### src/rtl/select_control_pkg.sv
// rtl/select_control_pkg.sv - shared constants and helpers for the time/alarm select and edit block
//
// Holds the display digit byte field positions, the BCD digit limits used
// when editing, the editable cursor index range and the blink half-period.
// digit_max() returns the wrap limit of the buffer digit under the cursor.
package select_control_pkg;

  // Display digit byte layout
  localparam int DIG_LSB    = 0;
  localparam int DIG_W      = 4;
  localparam int BIT_BLANK  = 4;
  localparam int BIT_PM     = 5;
  localparam int BIT_RSVD   = 6;
  localparam int BIT_CURSOR = 7;

  // BCD digit limits while editing
  localparam logic [3:0] HH_TENS_MAX     = 4'd2;
  localparam logic [3:0] HH_UNITS_MAX    = 4'd9;
  localparam logic [3:0] HH_UNITS_MAX_20 = 4'd3;
  localparam logic [3:0] MS_TENS_MAX     = 4'd5;
  localparam logic [3:0] MS_UNITS_MAX    = 4'd9;

  // Editable cursor range (digit 7 = HH tens ... digit 2 = SS units)
  localparam logic [3:0] IDX_MIN = 4'd2;
  localparam logic [3:0] IDX_MAX = 4'd7;

  // Cursor blink half-period in CP_1KHz cycles (2 Hz)
  localparam int BLINK_HALF = 250;

  // Largest legal value of the digit at idx; HH units shrinks to 3 in the 20s.
  function automatic logic [3:0] digit_max(input logic [3:0] idx,
                                           input logic [3:0] hh_tens);
    logic [3:0] mx;
    case (idx)
      4'd7:       mx = HH_TENS_MAX;
      4'd6:       mx = (hh_tens == 4'd2) ? HH_UNITS_MAX_20 : HH_UNITS_MAX;
      4'd5, 4'd3: mx = MS_TENS_MAX;
      default:    mx = MS_UNITS_MAX;
    endcase
    return mx;
  endfunction

endpackage

### src/rtl/select_control_btn_edge.sv
// rtl/select_control_btn_edge.sv - registered rising-edge detector for one level button
//
// Ports:
//   clk   - sampling clock (rising edge)
//   rst   - asynchronous active-high reset, clears both registers
//   btn   - level button input
//   pulse - one-cycle registered pulse after each 0->1 transition of btn
module btn_edge (
  input  logic clk,
  input  logic rst,
  input  logic btn,
  output logic pulse
);

  logic prev;

  always_ff @(posedge clk or posedge rst) begin
    if (rst) begin
      prev  <= 1'b0;
      pulse <= 1'b0;
    end else begin
      prev  <= btn;
      pulse <= btn & ~prev;
    end
  end

endmodule

### src/rtl/select_control.sv
// rtl/select_control.sv - clock/alarm display selection, digit-wise time editor and apply strobe
//
// Optional feature macro: SELECT_BLINK_EN (cursor digit blinks at 2 Hz while editing).
//
// Ports:
//   CP_1KHz      - sole clock, rising edge
//   _CR          - asynchronous active-high reset
//   mode         - 0 = clock source, 1 = alarm source
//   adjust       - edit enable
//   time_mode    - 0 = 24 h display, 1 = 12 h display
//   left/right/up/down/apply - level buttons, edge detected internally
//   show_time    - BCD {HH,MM,SS,CC} clock value
//   alarm_time   - BCD {HH,MM,SS,CC} alarm value
//   display_time - 8 digit bytes, byte k = digit k: [3:0] BCD, [4] blank, [5] PM, [6] 0, [7] cursor
//   set_time     - last applied edit buffer (24 h BCD)
//   index        - cursor digit, 2..7
//   PE           - one-cycle load strobe accompanying a new set_time
module select_control
  import select_control_pkg::*;
(
  input  logic        CP_1KHz,
  input  logic        _CR,
  input  logic        mode,
  input  logic        adjust,
  input  logic        time_mode,
  input  logic        left,
  input  logic        right,
  input  logic        up,
  input  logic        down,
  input  logic        apply,
  input  logic [31:0] show_time,
  input  logic [31:0] alarm_time,
  output logic [63:0] display_time,
  output logic [31:0] set_time,
  output logic [3:0]  index,
  output logic        PE
);

  logic p_left, p_right, p_up, p_down, p_apply;

  btn_edge u_left  (.clk(CP_1KHz), .rst(_CR), .btn(left),  .pulse(p_left));
  btn_edge u_right (.clk(CP_1KHz), .rst(_CR), .btn(right), .pulse(p_right));
  btn_edge u_up    (.clk(CP_1KHz), .rst(_CR), .btn(up),    .pulse(p_up));
  btn_edge u_down  (.clk(CP_1KHz), .rst(_CR), .btn(down),  .pulse(p_down));
  btn_edge u_apply (.clk(CP_1KHz), .rst(_CR), .btn(apply), .pulse(p_apply));

  logic [31:0] edit_buf, buf_nxt, set_nxt, src;
  logic [3:0]  index_nxt, cur, mx, nd;
  logic        pe_nxt;
  logic        adj_q, mode_q, hist_valid, load;

  assign src = mode ? alarm_time : show_time;

  // hist_valid keeps the first cycle after reset from looking like an
  // adjust edge, so a held adjust does not reload a discarded buffer.
  assign load = hist_valid & adjust & (~adj_q | (mode ^ mode_q));

  always_comb begin
    buf_nxt   = edit_buf;
    index_nxt = index;
    set_nxt   = set_time;
    pe_nxt    = 1'b0;
    cur       = edit_buf[{index[2:0], 2'b00} +: 4];
    mx        = digit_max(index, edit_buf[31:28]);
    nd        = cur;
    if (load) begin
      buf_nxt   = {src[31:8], 8'h00};
      index_nxt = IDX_MAX;
    end else if (adjust) begin
      if (p_apply) begin
        set_nxt = edit_buf;
        pe_nxt  = 1'b1;
      end else if (p_up | p_down) begin
        // up and down together consume the press without changing anything
        if (p_up ^ p_down) begin
          if (p_up) nd = (cur >= mx) ? 4'd0 : cur + 4'd1;
          else      nd = (cur == 4'd0 || cur > mx) ? mx : cur - 4'd1;
          buf_nxt[{index[2:0], 2'b00} +: 4] = nd;
          if (index == IDX_MAX && nd == 4'd2 && buf_nxt[27:24] > HH_UNITS_MAX_20)
            buf_nxt[27:24] = HH_UNITS_MAX_20;
        end
      end else if (p_left ^ p_right) begin
        if (p_left) index_nxt = (index == IDX_MAX) ? IDX_MIN : index + 4'd1;
        else        index_nxt = (index == IDX_MIN) ? IDX_MAX : index - 4'd1;
      end
    end
  end

  always_ff @(posedge CP_1KHz or posedge _CR) begin
    if (_CR) begin
      edit_buf   <= '0;
      index      <= IDX_MAX;
      set_time   <= '0;
      PE         <= 1'b0;
      adj_q      <= 1'b0;
      mode_q     <= 1'b0;
      hist_valid <= 1'b0;
    end else begin
      edit_buf   <= buf_nxt;
      index      <= index_nxt;
      set_time   <= set_nxt;
      PE         <= pe_nxt;
      adj_q      <= adjust;
      mode_q     <= mode;
      hist_valid <= 1'b1;
    end
  end

  logic blink_phase;

`ifdef SELECT_BLINK_EN
  logic [7:0] blink_cnt;

  always_ff @(posedge CP_1KHz or posedge _CR) begin
    if (_CR) begin
      blink_cnt   <= '0;
      blink_phase <= 1'b0;
    end else if (!adjust || index_nxt != index) begin
      blink_cnt   <= '0;
      blink_phase <= 1'b0;
    end else if (blink_cnt == 8'(BLINK_HALF - 1)) begin
      blink_cnt   <= '0;
      blink_phase <= ~blink_phase;
    end else begin
      blink_cnt   <= blink_cnt + 8'd1;
    end
  end
`else
  assign blink_phase = 1'b0;
`endif

  // Display path: 12 h conversion touches only the shown hours.
  logic [31:0] view;
  logic [6:0]  hh_bin, hh_12;
  logic [3:0]  hh_t, hh_u, dig;
  logic        pm;

  assign view = adjust ? edit_buf : src;

  always_comb begin
    hh_bin = 7'(view[31:28]) * 7'd10 + 7'(view[27:24]);
    hh_12  = (hh_bin == 7'd0) ? 7'd12 : (hh_bin > 7'd12) ? hh_bin - 7'd12 : hh_bin;
    hh_t   = 4'(hh_12 / 7'd10);
    hh_u   = 4'(hh_12 % 7'd10);
    pm     = time_mode & (hh_bin >= 7'd12);
    display_time = '0;
    dig    = '0;
    for (int k = 0; k < 8; k++) begin
      dig = view[k*4 +: 4];
      if (time_mode && k == 7) dig = hh_t;
      if (time_mode && k == 6) dig = hh_u;
      display_time[k*8 + DIG_LSB +: DIG_W] = dig;
      display_time[k*8 + BIT_BLANK]  = (k == 7 && time_mode && dig == 4'd0) |
                                       (adjust && index == 4'(k) && blink_phase);
      display_time[k*8 + BIT_PM]     = pm && (k >= 6);
      display_time[k*8 + BIT_RSVD]   = 1'b0;
      display_time[k*8 + BIT_CURSOR] = adjust && index == 4'(k);
    end
  end

endmodule

### config.mk
export PLATFORM = sky130hd
export DESIGN_NAME = select_control
export DESIGN_NICKNAME = d
export VERILOG_FILES = /design/src/rtl/select_control_pkg.sv /design/src/rtl/select_control_btn_edge.sv /design/src/rtl/select_control.sv
export SDC_FILE = /design/constraint.sdc
export NUM_CORES = 1
export LEC_CHECK = 0
export CAP_MARGIN = 15
export CELL_PAD_IN_SITES_DETAIL_PLACEMENT = 2
export CELL_PAD_IN_SITES_GLOBAL_PLACEMENT = 2
export CORE_ASPECT_RATIO = 1.4
export CORE_MARGIN = 3
export CORE_UTILIZATION = 29
export DETAILED_ROUTE_END_ITERATION = 16
export PLACE_DENSITY_LB_ADDON = 0.1
export SLEW_MARGIN = 20
export SYNTH_ARGS = -nofsm -noshare
export SYNTH_HDL_FRONTEND = slang
export SYNTH_SLANG_ARGS = --single-unit
### constraint.sdc
create_clock -name CP_1KHz -period 8.85 [get_ports CP_1KHz]
set_input_delay 1.77 -clock CP_1KHz [delete_from_list [all_inputs] [get_ports CP_1KHz]]
set_output_delay 1.77 -clock CP_1KHz [all_outputs]
set_load 0.005 [all_outputs]
==> flow_summary_export.csv <==
group,metric,value,unit
global_routing,grt_pass1_vias,6458,
timing,setup_ws,0.177,ns
critical_path,crit_path_max_fanout,5,
placement,place_hpwl,19000,um
final_layout,mostFrequentLayoutCell,"clkdlybuf4s50_1",
pwr,pwr-share-clk,8.6,%
critical_path,startpoint,"alarm_time[29]",
detailed_routing,routed_wl,24000,um
detailed_routing,drtAntennaViolNets,0,
final_layout,drive_above_1_share,23.2,%
pwr,p_sw_share,48.2,%
timing,slew_violations,0,
pwr,seq_power_share,16.2,%
timing,slew_headroom,47.6,%
logic_synthesis,synthCells,645,
placement,place_ws,-0.157,ns
min_path,min_path_type,"reg2reg",
global_routing,grt_usage,20.5,%
critical_path,regToRegEndpoint,"edit_buf[24]",
detailed_routing,route.detailed.drc,0,
global_routing,grt_max_degree,83,
placement,finalWeightedCongestion,0.790,
logic_synthesis,ys.flop_type,"dfrtp_1",
timing,rsz0062_at_grt,"yes",
clocking,cts_made_buffers,9,
logic_synthesis,yosysWarnings,0,
clocking,clockRootBuffer,"clkbuf_16",
floorplanning,fp.dieH,179,um
floorplanning,dieArea,23300,um2
logic_synthesis,synth_edf_count,0,
timing,holdWs,0.403,ns
floorplanning,io_pins,175,
clocking,clock-sinks,82,
run_status,outcome,"finished clean",
placement,numPortBuffers,153,
detailed_routing,wire_per_inst,22.3,um
detailed_routing,vias_per_cell,5.33,
global_routing,grt_pass1_wl,36800,um
pwr,cellPowerDensity,495,nW/um2
floorplanning,start_util,30.0,%
timing,skew,0.0116,ns
detailed_routing,vias,5726,
pwr,p_int,2.19,mW
global_routing,grt_overflow,0,
critical_path,endpoint_kind,"primary output",
detailed_routing,dr.pass1.iters,4,
final_layout,areaGrowthSynthToFinish,37.1,%
critical_path,crit_path_end,"display_time[49]",
clocking,cts_tree,"yes",
floorplanning,die_width,130,um
logic_synthesis,synth.distinct_cells,81,
timing,finalHoldViolCount,0,
critical_path,r2r_slack,3.71,ns
floorplanning,core_area,20800,um2
logic_synthesis,ys_ff_latch,82,
final_layout,nets,913,
timing,setup_viol,0,
clocking,clk_latency,0.35,ns
pwr,p_leak,3.66,nW
timing,max_freq,0.115,GHz
clocking,clk_path_buf_depth,2,
critical_path,cp_data_arrival_time,6.90,ns
pwr,p_sw,2.03,mW
clocking,htree_num_levels,3,
timing,period_needed,8.67,ns
critical_path,path_class,"in2out",
logic_synthesis,synthArstFlopShare,100,%
critical_path,start_kind,"primary input",
pwr,combPwrFrac,75.2,%
logic_synthesis,synth.avg_cell_area,9.65,um2
timing,tightest_slew,0.786,ns
logic_synthesis,ys_seq_area_share,33.0,%
critical_path,r2r-start,"index[0]",
global_routing,antenna_found_initial,0,
detailed_routing,drt_iter0_markers,249,
floorplanning,rows,62,
clocking,clkTransAtPathRegs,0.06,ns
pwr,ir_drop,0.315,mV
logic_synthesis,netlist_area,6230,um2
final_layout,most-common-layout-cells,"clkdlybuf4s50_1 (150), dfrtp_1 (79), mux2_2 (78)",
final_layout,diodes,0,
critical_path,critPathRequiredTime,7.08,ns
critical_path,ff2ff_path_depth,15,
run,maxCapViolCount,0,
timing,timing.final.crit_share,98.0,%
## worst max-delay path, cell delays in order
cell and delay, ns:
clkdlybuf4s50_1 0.41, mux2_2 0.28, mux2_2 0.29, ha_1 0.29, ha_1 0.22, fa_2 0.59
nor2b_2 0.07, a32oi_1 0.22, nand2_1 0.17, o32ai_4 0.35, a311oi_2 0.10, a211o_1 0.35
nor2_2 0.13, a32oi_2 0.13, nand3_2 0.11, inv_1 0.05, ha_2 0.19, or3_4 0.40
nand3b_1 0.09, a41o_1 0.17, clkdlybuf4s50_1 0.50
## state kept, by name, summed over array words and instances, names as in the netlist
register and flops:
edit_buf 32, u_up.prev 1, u_apply.prev 1, u_right.prev 1, hist_valid 1, u_left.prev 1, u_left.pulse 1, u_down.pulse 1
index 4, set_time 32, u_apply.pulse 1, adj_q 1, u_down.prev 1, u_up.pulse 1, PE 1, mode_q 1
u_right.pulse 1
## cells in the mapped netlist (11+ instances only)
| master | instances | share of area [%] |
|---|---|---|
| nand2_1 | 62 | 3.7 |
| ha_1 | 23 | 4.6 |
| nand3_1 | 17 | 1.4 |
| a22oi_1 | 20 | 2.4 |
| nor2_1 | 34 | 2.0 |
| mux2_2 | 78 | 14 |
| dfrtp_1 | 79 | 32 |
| a21oi_1 | 11 | 0.88 |
| xnor2_1 | 11 | 1.5 |
| buf_4 | 24 | 2.9 |
| mux2i_1 | 23 | 3.7 |
| inv_1 | 23 | 1.4 |
| nor3_1 | 12 | 0.96 |
| o21ai_0 | 51 | 4.1 |
| clkbuf_1 | 25 | 1.5 |
| a22o_1 | 11 | 1.5 |
## layout make-up
| type | count | area [um2] |
|---|---|---|
| Clock buffer | 9 | 225 |
| Clock inverter | 7 | 57.6 |
| Fill cell | 2269 | 12300 |
| Inverter | 25 | 95.1 |
| Multi-Input combinational cell | 500 | 3920 |
| Sequential cell | 82 | 2060 |
| Tap cell | 256 | 320 |
| Timing Repair Buffer | 196 | 1860 |
## worst min path at each step
stage | start | end | slack [ns] | cells after the start
2_1_floorplan | u_apply.prev | u_apply.pulse | 0.38 | 1
6_report | u_up.prev | u_up.pulse | 0.40 | 1
4_1_cts | u_up.prev | u_up.pulse | 0.41 | 1
3_3_place_gp | u_left.prev | u_left.pulse | 0.39 | 1
3_5_place_dp | u_up.prev | u_up.pulse | 0.40 | 1
5_1_grt | u_left.prev | u_left.pulse | 0.42 | 1
## metal layers
layer  vias up  routed length, um  global-route usage (%)
met5         -                  0                       0
li1       2653                  -                       -
met2       122              13700                    40.7
met3        10                787                    2.91
met4         0                363                    4.98
met1      2941               9220                    22.5
## cell families after synthesis
logic type,Yosys count,synth area share [%]
other cells,2,0.121
compound gates,145,16.4
simple gates,180,14.3
xor+xnor,16,2.77
mux,112,21.5
buf+inv,83,6.69
flops,82,33.0
fa+ha+maj,25,5.26
## per-stage QoR
step	setup TNS (ns)	std cells	utilization [%]	cell area, um2	power (mW)
after floorplan	0	665	-	6300	2.41
after global placement	0	1048	38.8	8070	3.54
after global routing	-0.123	1075	41.1	8530	4.57
after detailed placement	-0.512	1048	38.8	8070	3.63
after CTS	0	1068	40.3	8380	4.05
final	0	1075	41.1	8530	4.22
## power by group through the flow
stage | Clock, mW | Sequential [mW] | Combinational, mW
finish | 0.365 | 0.683 | 3.17
global route | 0.394 | 0.706 | 3.47
CTS | 0.380 | 0.684 | 2.98
floorplan | 0 | 0.597 | 1.81
global placement | 0 | 0.681 | 2.86
detailed placement | 0 | 0.691 | 2.94
## what timing repair did
item | in CTS | in global routing
gates resized for setup | 3 | 18
hold buffers | 0 | 0
setup endpoints to repair | 5 | 5
pin swaps | 1 | 8
buffers inserted | 4 | 7
(Power assumes the default switching activity.)
